===== src/rtl/mips_ctrl_pkg.sv =====
// mips_ctrl_pkg: opcode/funct encodings, ALUOp codes and control-bundle types
// shared by the pipelined MIPS main control block.
package mips_ctrl_pkg;

    localparam logic [5:0] RTYPE = 6'b000000;
    localparam logic [5:0] J     = 6'b000010;
    localparam logic [5:0] BEQ   = 6'b000100;
    localparam logic [5:0] BNE   = 6'b000101;
    localparam logic [5:0] ADDI  = 6'b001000;
    localparam logic [5:0] LW    = 6'b100011;
    localparam logic [5:0] SW    = 6'b101011;

    localparam logic [5:0] MFHI  = 6'b010000;
    localparam logic [5:0] MFLO  = 6'b010010;
    localparam logic [5:0] MULT  = 6'b011000;
    localparam logic [5:0] DIV   = 6'b011010;

    localparam logic [1:0] ALU_ADD   = 2'b00;
    localparam logic [1:0] ALU_SUB   = 2'b01;
    localparam logic [1:0] ALU_FUNCT = 2'b10;

    typedef enum logic {MD_IDLE, MD_BUSY} md_state_e;

    typedef struct packed {
        logic [1:0] alu_op;
        logic       alu_src;
        logic       reg_dst;
    } ex_ctrl_t;

    typedef struct packed {
        logic branch;
        logic mem_read;
        logic mem_write;
    } mem_ctrl_t;

    typedef struct packed {
        logic reg_write;
        logic mem_to_reg;
    } wb_ctrl_t;

    typedef struct packed {
        ex_ctrl_t  ex;
        mem_ctrl_t mem;
        wb_ctrl_t  wb;
    } idex_t;

    typedef struct packed {
        mem_ctrl_t mem;
        wb_ctrl_t  wb;
    } exmem_t;

    function automatic logic is_md_op(input logic [5:0] op, input logic [5:0] fn);
        return (op == RTYPE) && ((fn == MULT) || (fn == DIV));
    endfunction

    function automatic logic is_mf_op(input logic [5:0] op, input logic [5:0] fn);
        return (op == RTYPE) && ((fn == MFHI) || (fn == MFLO));
    endfunction

endpackage


===== src/rtl/mips_ctrl_pipe_md.sv =====
// mips_md_tracker: tracks mul/div unit occupancy, issues MULT/DIV and
// stalls HI/LO consumers while the unit is busy.
module mips_md_tracker
    import mips_ctrl_pkg::*;
#(
    parameter int MD_LATENCY = 4
) (
    input  logic clk,
    input  logic rst_n,
    input  logic id_valid_i,
    input  logic is_md_i,
    input  logic is_mf_i,
    input  logic hazard_i,
    output logic md_start_o,
    output logic md_busy_o,
    output logic md_stall_o
);

    localparam logic [3:0] LOAD = 4'(MD_LATENCY - 1);

    md_state_e  state_q, state_d;
    logic [3:0] cnt_q, cnt_d;

    always_ff @(posedge clk or negedge rst_n) begin
        if (!rst_n) begin
            state_q <= MD_IDLE;
            cnt_q   <= '0;
        end else begin
            state_q <= state_d;
            cnt_q   <= cnt_d;
        end
    end

    always_comb begin
        state_d    = state_q;
        cnt_d      = cnt_q;
        md_start_o = 1'b0;
        md_stall_o = 1'b0;
        if (state_q == MD_IDLE) begin
            md_start_o = id_valid_i & is_md_i & ~hazard_i;
            if (md_start_o) begin
                state_d = MD_BUSY;
                cnt_d   = LOAD;
            end
        end else begin
            md_stall_o = id_valid_i & (is_md_i | is_mf_i);
            cnt_d      = (cnt_q == '0) ? '0 : cnt_q - 4'd1;
            if (cnt_q == '0) state_d = MD_IDLE;
        end
    end

    assign md_busy_o = (state_q == MD_BUSY);

endmodule


===== src/rtl/mips_ctrl_pipe.sv =====
// mips_ctrl_pipe: ID-stage main decoder with ID/EX, EX/MEM, MEM/WB control
// registers, load-use / mul-div stalls and branch/jump redirect.
module mips_ctrl_pipe
    import mips_ctrl_pkg::*;
#(
    parameter int ALUOP_W    = 2,
    parameter int MD_LATENCY = 4,
    parameter int EN_JUMP    = 1
) (
    input  logic               clk,
    input  logic               rst_n,
    input  logic               id_valid,
    input  logic [5:0]         opcode,
    input  logic [5:0]         funct,
    input  logic               branch_equal,
    input  logic               hazard_detected,
    output logic [ALUOP_W+1:0] ex_ctrl,
    output logic [2:0]         mem_ctrl,
    output logic [1:0]         wb_ctrl,
    output logic               pc_write,
    output logic               ifid_write,
    output logic               IF_Flush,
    output logic               pc_redirect,
    output logic               md_start,
    output logic               md_busy
);

    logic     vld, is_md, is_mf, md_stall, stall, taken, redirect;
    idex_t    dec, idex_d, idex_q;
    exmem_t   exmem_q;
    wb_ctrl_t memwb_q;

    // Reset also masks the ID inputs so every combinational output is quiet in reset.
    assign vld   = id_valid & rst_n;
    assign is_md = is_md_op(opcode, funct);
    assign is_mf = is_mf_op(opcode, funct);

    mips_md_tracker #(.MD_LATENCY(MD_LATENCY)) u_md (
        .clk        (clk),
        .rst_n      (rst_n),
        .id_valid_i (vld),
        .is_md_i    (is_md),
        .is_mf_i    (is_mf),
        .hazard_i   (hazard_detected),
        .md_start_o (md_start),
        .md_busy_o  (md_busy),
        .md_stall_o (md_stall)
    );

    always_comb begin
        dec = '0;
        case (opcode)
            LW: begin
                dec.ex.alu_src    = 1'b1;
                dec.mem.mem_read  = 1'b1;
                dec.wb.reg_write  = 1'b1;
                dec.wb.mem_to_reg = 1'b1;
            end
            SW: begin
                dec.ex.alu_src    = 1'b1;
                dec.mem.mem_write = 1'b1;
            end
            ADDI: begin
                dec.ex.alu_op    = ALU_ADD;
                dec.ex.alu_src   = 1'b1;
                dec.wb.reg_write = 1'b1;
            end
            BEQ, BNE: begin
                dec.ex.alu_op  = ALU_SUB;
                dec.mem.branch = 1'b1;
            end
            RTYPE: begin
                dec.ex.alu_op    = ALU_FUNCT;
                dec.ex.reg_dst   = 1'b1;
                dec.wb.reg_write = ~is_md;
            end
            default: ;
        endcase
    end

    assign stall    = vld & (hazard_detected | md_stall);
    assign taken    = ((opcode == BEQ) & branch_equal) | ((opcode == BNE) & ~branch_equal)
                    | ((opcode == J) & (EN_JUMP != 0));
    assign redirect = vld & ~stall & taken;
    assign idex_d   = (vld & ~stall) ? dec : '0;

    always_ff @(posedge clk or negedge rst_n) begin
        if (!rst_n) begin
            idex_q  <= '0;
            exmem_q <= '0;
            memwb_q <= '0;
        end else begin
            idex_q  <= idex_d;
            exmem_q <= {idex_q.mem, idex_q.wb};
            memwb_q <= exmem_q.wb;
        end
    end

    assign ex_ctrl     = {ALUOP_W'(idex_q.ex.alu_op), idex_q.ex.alu_src, idex_q.ex.reg_dst};
    assign mem_ctrl    = exmem_q.mem;
    assign wb_ctrl     = memwb_q;
    assign pc_write    = ~stall;
    assign ifid_write  = ~stall;
    assign IF_Flush    = redirect;
    assign pc_redirect = redirect;

endmodule


===== config.mk =====
export PLATFORM = sky130hd
export DESIGN_NAME = mips_ctrl_pipe
export DESIGN_NICKNAME = d
export VERILOG_FILES = /design/src/rtl/mips_ctrl_pkg.sv /design/src/rtl/mips_ctrl_pipe_md.sv /design/src/rtl/mips_ctrl_pipe.sv
export SDC_FILE = /design/constraint.sdc
export NUM_CORES = 1
export LEC_CHECK = 0
export CAP_MARGIN = 25
export CELL_PAD_IN_SITES_DETAIL_PLACEMENT = 1
export CELL_PAD_IN_SITES_GLOBAL_PLACEMENT = 1
export CORE_AREA = 2 2 54 56
export DETAILED_ROUTE_END_ITERATION = 7
export DIE_AREA = 0 0 56 58
export GPL_ROUTABILITY_DRIVEN = 0
export MAX_ROUTING_LAYER = met4
export PLACE_DENSITY_LB_ADDON = 0.12
export SLEW_MARGIN = 10
export SYNTH_ARGS = -nofsm -noshare
export SYNTH_HDL_FRONTEND = slang
export SYNTH_SLANG_ARGS = --single-unit

===== constraint.sdc =====
create_clock -name clk -period 3.2 [get_ports clk]
set_clock_uncertainty 0.2 [all_clocks]
set_input_delay 0.48 -clock clk [delete_from_list [all_inputs] [get_ports clk]]
set_output_delay 0.48 -clock clk [all_outputs]
set_load 0.01 [all_outputs]

==> flow_metrics.env, run 1 <==
export IMPL_htree_levels=1
export IMPL_syn_nets=98
export IMPL_yosysSeqAreaShare_pct=53.8
export IMPL_initial_core_util_pct=33.2
export IMPL_cpPeakStageDelay_ps=520
export IMPL_yosysWarnings=0
export IMPL_postSynthCellCount=81
export IMPL_area_growth_pct=49.9
export IMPL_antennaDiodeCount=0
export IMPL_critical_path_required_ps=2520
export IMPL_dieArea_sq_um=3250
export IMPL_critPathCaptureType="primary output"
export IMPL_r2r_end="u_md.cnt_q[2]"
export IMPL_drv_slew=0
export IMPL_hold_viol_final=0
export IMPL_grt_max_degree=22
export IMPL_yosysMostFrequentCell="dfrtp_1"
export IMPL_finalCritPeriodShare_pct=94.3
export IMPL_cap_violations=0
export IMPL_path_clk_slew_ps=110
export IMPL_p_leak_nw=0.624
export IMPL_cts_buffer_depth=2
export IMPL_rsz0062_at_grt="no"
export IMPL_grt_total_usage_pct=15.6
export IMPL_synthArstFlopShare_pct=100
export IMPL_status="finished clean"
export IMPL_worstSetupPathType="in2out"
export IMPL_p_total_w=0.000417
export IMPL_numPortBuffers=30
export IMPL_layout_drive_gt1_share_pct=22.1
export IMPL_finalSetupViolations=0
export IMPL_wire_per_inst_um=14.2
export IMPL_hp_class="reg2reg"
export IMPL_ys_flop_type="dfrtp_1"
export IMPL_rrSetupSlack_ps=1360
export IMPL_syn_area_per_cell_sq_um=10.9
export IMPL_core_area_sq_um=2660
export IMPL_cp_cell_sequence="clkdlybuf4s50_1, buf_4, nor3_1, and4_1, o211ai_1, clkdlybuf4s50_1"
export IMPL_relSlewSlack_pct=76.4
export IMPL_critical_path_max_fanout=4
export IMPL_grt_pass1_vias=858
export IMPL_crit_cells=6
export IMPL_dr_pass1_iters=4
export IMPL_fin_nets=140
export IMPL_setup_ws_ps=181
export IMPL_cts_hold_buf=0
export IMPL_grt_antenna_before_repair=0
export IMPL_crit_top_cell="clkdlybuf4s50_1"
export IMPL_grt_overflow=0
export IMPL_clkSinkCount=19
export IMPL_die_x_um=56
export IMPL_placed_cell_area_sq_um=1280
export IMPL_synthTopCellsByCount="dfrtp_1, buf_4, nor2_1, nor3_1, nand2_1"
export IMPL_row_count=19
export IMPL_setup_tns_ps=0
export IMPL_clk_latency_ps=290
export IMPL_yosysUniqueCellTypes=32
export IMPL_grt_first_pass_wirelength_um=3790
export IMPL_post_route_min_period_ps=3020
export IMPL_dpl_hpwl_um=1760
export IMPL_tightest_slew_ps=353
export IMPL_drtAntennaViolNets=0
export IMPL_ys_ff_latch=19
export IMPL_fmax_mhz=331
export IMPL_wl_um=2180
export IMPL_cts_buffers=3
export IMPL_vias=801
export IMPL_crit_buf_inv=3
export IMPL_dp_worst_setup_slack_ps=-138
export IMPL_yosysTopAreaCell="dfrtp_1"
export IMPL_r2r_cells=4
export IMPL_syn_area_sq_um=883
export IMPL_r2r_start="u_md.md_busy_o"
export IMPL_crit_start="opcode[0]"
export IMPL_synthTopCellsByArea="dfrtp_1, buf_4, nor3_1, nor2_1, o221ai_1"
export IMPL_synth_edf_count=0
export IMPL_cts_tree="yes"
export IMPL_setup_worst_path_end="pc_write"
export IMPL_max_vdd_ir_drop_mv=0.175
export IMPL_drc=0
export IMPL_die_h_um=58
export IMPL_cp_top_family="buffers and inverters"
export IMPL_power_density_nw_per_um2=315
export IMPL_worst_setup_path_start_kind="input pin"
export IMPL_synth_top_area_share_pct=53.8
export IMPL_viasPerCell=5.24
export IMPL_cts_root_buf="clkbuf_4"
export IMPL_finalInstanceArea_sq_um=1320
export IMPL_drt_iter0_drc=7
export IMPL_ios=32
export IMPL_cp_slowest_cell="clkdlybuf4s50_1"
export IMPL_critical_path_arrival_ps=2340
registers in the layout (all words and copies together) (netlist names):
name / count
ex_ctrl: 4
idex_q: 4
u_md.cnt_q: 4
mem_ctrl: 3
wb_ctrl: 2
exmem_q: 1
u_md.md_busy_o: 1
stage by stage:
stage	hold slack (ps)	util, %	instances
6_report	152	49.7	153
5_1_grt	168	49.7	153
4_1_cts	163	49.4	153
3_5_place_dp	143	48.0	149
3_3_place_gp	133	48.0	149
2_1_floorplan	-15.6	-	81
kinds of logic after synthesis:
family          Yosys count  share of synthesized area (%)
compound gates           15                           12.9
buf+inv                  12                           9.06
simple gates             35                           24.2
flops                    19                           53.8
power by group:
part	switching, W	internal, W	leakage, nW
Clock	0.0000716	0.0000484	0.0150
Combinational	0.0000235	0.0000327	0.343
Sequential	0.000000263	0.000241	0.265
per-layer routing:
layer / global-route usage (%) / share of wire (%)
met1: 18.8 / 42
met2: 27.2 / 52
met3: 1.34 / 4.9
met4: 6.12 / 1.2
met5: - / 0
how the worst min path moves through the flow:
| stage | startpoint | endpoint | slack (ps) | depth (start not counted) |
|---|---|---|---|---|
| floorplan | rst_n | ex_ctrl[0] | -20 | 0 |
| global placement | idex_q[1] | exmem_q[1] | 130 | 0 |
| detailed placement | idex_q[1] | exmem_q[1] | 140 | 0 |
| CTS | idex_q[2] | mem_ctrl[0] | 160 | 0 |
| global route | idex_q[2] | mem_ctrl[0] | 170 | 0 |
| finish | idex_q[2] | mem_ctrl[0] | 150 | 0 |
layout make-up:
cell class                 count  area [sq um]
clock buffer                   4          26.3
fill                         316          1340
inverter                       2          7.51
multi-input combinational     50           340
sequential                    19           475
tap                           31          38.8
timing repair buffer          47           435
layout by cell type (no fill, tap or decap), types with 2 or more instances in the layout:
cell type and n:
clkdlybuf4s50_1 27, dfrtp_1 19, buf_4 17, nor3_1 6, nor2_1 6, nand2_1 4, nand3_1 3, a21oi_1 3
clkbuf_4 3, dlymetal6s2s_1 3, inv_1 2, o211ai_1 2, a31oi_1 2, or3b_2 2, nand2b_1 2, o221ai_1 2
timing repair:
item,4_1_cts,5_1_grt
endpoints found under the setup margin,2,3
cloned,0,0
gates resized for setup,3,3
setup buffers,0,0
(Power assumes the default switching activity.)
==> inputs of run 2 (changes only) <==
CAP_MARGIN = default   (was 25)
CELL_PAD_IN_SITES_GLOBAL_PLACEMENT = 2   (was 1)
CORE_AREA = 2 2 60 62   (was 2 2 54 56)
CTS_CLUSTER_SIZE = 30   (was default)
DIE_AREA = 0 0 62 64   (was 0 0 56 58)
==> run 2 against run 1 <==
Against the previous run: worst hold slack gained 3.1 ps; cell count rose by 7.8%; combinational power down 7.5%; maximum frequency down 1.8%; largest cell class unchanged.
==> flow_metrics.env, run 2 (synthesis results as in run 1) <==
export IMPL_post_place_cells=161
export IMPL_grt_first_pass_wirelength_um=3480
export IMPL_wl_met1_um=993
export IMPL_status="finished clean"
export IMPL_area_growth_pct=48.6
export IMPL_cp_cell_sequence="clkdlybuf4s50_1, nor4b_1, and4_1, o211ai_1, clkdlybuf4s50_1"
export IMPL_wl_met2_um=907
export IMPL_clk_latency_ps=290
export IMPL_critical_path_required_ps=2520
export IMPL_top_layer="met4"
export IMPL_grt_max_degree=22
export IMPL_cts_buffers=3
export IMPL_p_leak_nw=0.610
export IMPL_core_area_sq_um=3280
export IMPL_fin_nets=137
export IMPL_vias=752
export IMPL_placed_cell_area_sq_um=1270
export IMPL_grt_overflow=0
export IMPL_wl_um=2050
export IMPL_cpPeakStageDelay_ps=500
export IMPL_drt_iter0_drc=14
export IMPL_viasPerCell=4.56
export IMPL_layout_drive_gt1_share_pct=19.3
export IMPL_cp_slowest_cell="nor4b_1"
export IMPL_wire_per_inst_um=12.4
export IMPL_rsz0062_at_grt="no"
export IMPL_worstSetupPathType="in2out"
export IMPL_clkSinkCount=19
export IMPL_stdcell_count=165
export IMPL_fin_util_pct=40.0
export IMPL_die_h_um=64
export IMPL_path_clk_slew_ps=100
export IMPL_layout_common_cells="clkdlybuf4s50_1, dfrtp_1, buf_4"
export IMPL_dr_pass1_iters=3
export IMPL_drv_slew=0
export IMPL_cts_root_buf="clkbuf_4"
export IMPL_finalCritPeriodShare_pct=96.1
export IMPL_tightest_slew_ps=506
export IMPL_htree_levels=1
export IMPL_cts_tree="yes"
export IMPL_finalInstanceArea_sq_um=1310
export IMPL_wl_met3_um=101
export IMPL_row_count=21
export IMPL_post_route_min_period_ps=3070
export IMPL_drtAntennaViolNets=0
export IMPL_antennaDiodeCount=0
export IMPL_hp_class="reg2reg"
export IMPL_grt_pass1_vias=736
export IMPL_dpl_hpwl_um=1660
export IMPL_cts_buffer_depth=2
export IMPL_fmax_mhz=325
export IMPL_crit_top_cell="clkdlybuf4s50_1"
export IMPL_max_vdd_ir_drop_mv=0.104
export IMPL_ios=32
export IMPL_relSlewSlack_pct=65.8
export IMPL_drc=0
export IMPL_initial_core_util_pct=26.9
export IMPL_critPathCaptureType="primary output"
export IMPL_grt_total_usage_pct=12.2
export IMPL_setup_tns_ps=0
export IMPL_critical_path_arrival_ps=2390
export IMPL_critical_path_max_fanout=3
export IMPL_p_total_w=0.000411
export IMPL_fillers=383
export IMPL_worst_setup_path_start_kind="input pin"
export IMPL_layout_commonest_cell="clkdlybuf4s50_1"
export IMPL_power_density_nw_per_um2=314
export IMPL_cap_violations=0
export IMPL_die_x_um=62
export IMPL_finalSetupViolations=0
export IMPL_numPortBuffers=30
export IMPL_regArea_sq_um=475
export IMPL_dieArea_sq_um=3970
export IMPL_grt_antenna_before_repair=0
export IMPL_hold_viol_final=0
export IMPL_multi_input_area_sq_um=334
run 2: area by class of cell:
cell class / instances / share of cell area (%)
multi-input cells: 50 / 25.5
repair buffers: 44 / 31.4
inverters: 2 / 0.572
clock buffers: 4 / 2.00
flip-flops and latches: 19 / 36.2
well taps: 46 / 4.39
run 2: path summary, 6_finish.rpt:
check	start	endpoint	slack, ps	cells after the start
worst max register to register	u_md.md_busy_o	u_md.cnt_q[2]	1320	3
worst min register to register	idex_q[2]	mem_ctrl[0]	150	0
max in group asynchronous	rst_n	exmem_q[1]	2190	2
min in group asynchronous	rst_n	ex_ctrl[1]	400	2
worst max-delay path	funct[0]	pc_write	130	5
worst min-delay path	idex_q[2]	mem_ctrl[0]	150	0
run 2: critical path: cells and delay by family:
kind,cells,cell delay [ps]
buf+inv,2,920
simple gates,2,860
compound gates,1,130
run 2: per-layer routing:
layer  up-vias  track usage, %
li1        369               -
met1       351            16.9
met2        28            16.9
met3         4            1.82
met4         0            6.38
met5         -               -
run 2: power breakdown:
part | internal, W | switching [W]
logic | 0.0000300 | 0.0000220
clock network | 0.0000484 | 0.0000703
registers | 0.000241 | 0.000000230
run 2: what timing repair did:
item / CTS / global route
pin swaps: 0 / 0
hold buffers: 0 / 0
endpoints found under the setup margin: 2 / 3
cloned: 0 / 0
resized for setup: 3 / 3
buffers inserted: 0 / 0
run 2: through the flow:
stage	hold WS, ps	worst slack (ps)
after CTS	159	16.4
after global placement	131	-63.8
after detailed placement	136	-55.4
after floorplan	-15.6	525
final	155	125
after global routing	168	31.7
==> inputs of run 3 (changes only) <==
ABC_AREA = 1   (was default)
CORE_AREA = 2 2 64 66   (was 2 2 60 62)
DIE_AREA = 0 0 66 68   (was 0 0 62 64)
TNS_END_PERCENT = 100   (was default)
==> run 3 against run 2 <==
Against the previous run: sequential cell count stayed put; register-to-register slack better by 570 ps; global-route usage is 2.2 points lower; clock power is 36% higher; worst setup slack better by 260 ps; sequential power hardly changed; critical path depth is 3 higher; count of clock-buffer cells in the layout is 1 lower; worst hold slack worse by 4.9 ps; sequential share of layout area is 1.8 points lower; critical path type unchanged; largest power group unchanged.
==> flow_metrics.env, run 3 <==
export IMPL_dr_pass1_iters=2
export IMPL_r2r_start="u_md.md_busy_o"
export IMPL_holdPathEnd="mem_ctrl[2]"
export IMPL_grt_first_pass_wirelength_um=3360
export IMPL_post_route_min_period_ps=2810
export IMPL_p_leak_nw=0.685
export IMPL_wire_per_inst_um=9.81
export IMPL_cts_buffer_depth=2
export IMPL_cts_root_buf="clkbuf_8"
export IMPL_layout_drive_gt1_share_pct=22.4
export IMPL_row_count=23
export IMPL_ios=32
export IMPL_ys_ff_latch=19
export IMPL_dpl_hpwl_um=1670
export IMPL_layout_commonest_cell="clkdlybuf4s50_1"
export IMPL_setup_tns_ps=0
export IMPL_status="finished clean"
export IMPL_path_clk_slew_ps=70
export IMPL_yosysSeqAreaShare_pct=46.0
export IMPL_relSlewSlack_pct=83.4
export IMPL_regArea_sq_um=475
export IMPL_die_h_um=68
export IMPL_syn_area_sq_um=1030
export IMPL_max_vdd_ir_drop_mv=0.165
export IMPL_tightest_slew_ps=250
export IMPL_critPathCaptureType="primary output"
export IMPL_r2r_end="u_md.cnt_q[3]"
export IMPL_worstSetupPathType="in2out"
export IMPL_critical_path_max_fanout=5
export IMPL_yosysWarnings=0
export IMPL_synth_edf_count=0
export IMPL_cts_tree="yes"
export IMPL_yosysTopAreaCell="dfrtp_1"
export IMPL_grt_total_usage_pct=10.1
export IMPL_grt_max_degree=20
export IMPL_rsz0062_at_grt="no"
export IMPL_fillers=483
export IMPL_cp_cell_sequence="clkdlybuf4s50_1, nand2_2, nor2_8, inv_2, nor2_2, nand2_2, inv_2, clkdlybuf4s50_1"
export IMPL_die_x_um=66
export IMPL_finalSetupViolations=0
export IMPL_power_density_nw_per_um2=334
export IMPL_rrSetupSlack_ps=1890
export IMPL_wl_um=1930
export IMPL_critical_path_arrival_ps=2130
export IMPL_viasPerCell=3.96
export IMPL_grt_antenna_before_repair=0
export IMPL_critical_path_required_ps=2520
export IMPL_finalCritPeriodShare_pct=87.9
export IMPL_min_path_cells=0
export IMPL_area_growth_pct=33.8
export IMPL_synthArstFlopShare_pct=100
export IMPL_synthTopCellsByCount="nand2_1, nor2_1, dfrtp_1"
export IMPL_fmax_mhz=356
export IMPL_r2r_cells=5
export IMPL_grt_pass1_vias=846
export IMPL_drv_slew=0
export IMPL_syn_nets=138
export IMPL_postSynthCellCount=121
export IMPL_worst_setup_path_start_kind="input pin"
export IMPL_cts_hold_buf=0
export IMPL_htree_levels=1
export IMPL_vias=780
export IMPL_multi_input_area_sq_um=419
export IMPL_drt_iter0_drc=20
export IMPL_initial_core_util_pct=26.8
export IMPL_layout_common_cells="clkdlybuf4s50_1, nor2_1, nand2_1"
export IMPL_post_cts_setup_buffers=0
export IMPL_p_total_w=0.000461
export IMPL_hold_viol_final=0
export IMPL_drc=0
export IMPL_grt_overflow=0
export IMPL_dieArea_sq_um=4490
export IMPL_fin_nets=165
export IMPL_core_area_sq_um=3860
export IMPL_cts_buffers=3
export IMPL_cp_slowest_cell="clkdlybuf4s50_1"
export IMPL_cpPeakStageDelay_ps=520
export IMPL_clkSinkCount=19
export IMPL_synthTopCellsByArea="dfrtp_1, nand2_1, nor2_1, buf_4, nor2_2"
export IMPL_clk_latency_ps=250
export IMPL_stdcell_count=197
export IMPL_yosysUniqueCellTypes=19
export IMPL_cts_resized_gates=0
export IMPL_antennaDiodeCount=0
export IMPL_min_from="idex_q[4]"
export IMPL_synth_top_area_share_pct=46.0
export IMPL_hp_class="reg2reg"
export IMPL_drtAntennaViolNets=0
export IMPL_ys_flop_type="dfrtp_1"
export IMPL_numPortBuffers=30
export IMPL_post_place_cells=193
export IMPL_cap_violations=0
export IMPL_syn_area_per_cell_sq_um=8.54
## run 3: cell count changes in the layout (fill, tap and decap cells not counted), moves of 4 or more
cell / before / now
buf_4: 14 / 1
clkdlybuf4s50_1: 26 / 30
inv_1: 2 / 13
inv_2: 0 / 6
nand2_1: 4 / 21
nor2_1: 6 / 21
nor2_2: 0 / 9
nor2_4: 0 / 4
nor3_1: 6 / 1
## run 3: power breakdown
part | leakage, nW | internal [W] | switching (W) | total (W)
registers | 0.265 | 0.000241 | 0.000000311 | 0.000241
clock network | 0.0255 | 0.0000863 | 0.0000753 | 0.000162
logic | 0.394 | 0.0000279 | 0.0000307 | 0.0000586
total | 0.685 | 0.000355 | 0.000106 | 0.000461
## run 3: worst max path at each step
stage / slack (ps) / endpoint / from / cells after the start
after floorplan: 1310 / pc_redirect / id_valid / 8
after global placement: 340 / md_start / rst_n / 8
after detailed placement: 350 / md_start / rst_n / 8
after CTS: 350 / md_start / rst_n / 8
after global routing: 220 / pc_redirect / opcode[2] / 8
final: 390 / md_start / rst_n / 8
## run 3: layer usage
metal	track usage (%)	up-vias	part of all wire, %
met1	10.4	360	43
li1	-	401	-
met4	4.59	0	0.98
met3	1.15	2	4.0
met5	-	-	0
met2	19.2	17	52
## run 3: critical path, delay by kind of cell
kind,cells,cell delay (ps)
buffers and inverters,4,1170
and+or+nand+nor,4,470
## run 3: cell families after synthesis
group / Yosys count / share of synthesized area (%)
and+or+nand+nor: 71 / 38.9
DFF: 19 / 46.0
AOI/OAI and AO/OA: 3 / 1.69
buffers and inverters: 28 / 13.4
## run 3: cell type report
| class | instances | share of cell area [%] |
|---|---|---|
| Sequential cell | 19 | 34.4 |
| Multi-Input combinational cell | 74 | 30.3 |
| Timing Repair Buffer | 31 | 22.3 |
| Inverter | 19 | 5.16 |
| Tap cell | 50 | 4.52 |
| Clock buffer | 3 | 2.99 |
| Clock inverter | 1 | 0.362 |
## run 3: stage by stage
stage / utilization (%) / hold slack [ps] / instance area, sq um / setup WS [ps]
2_1_floorplan: - / -15.6 / 1030 / 1310
3_3_place_gp: 34.7 / 132 / 1340 / 341
3_5_place_dp: 34.7 / 136 / 1340 / 355
4_1_cts: 35.9 / 153 / 1380 / 345
5_1_grt: 35.9 / 161 / 1380 / 221
6_report: 35.9 / 150 / 1380 / 388
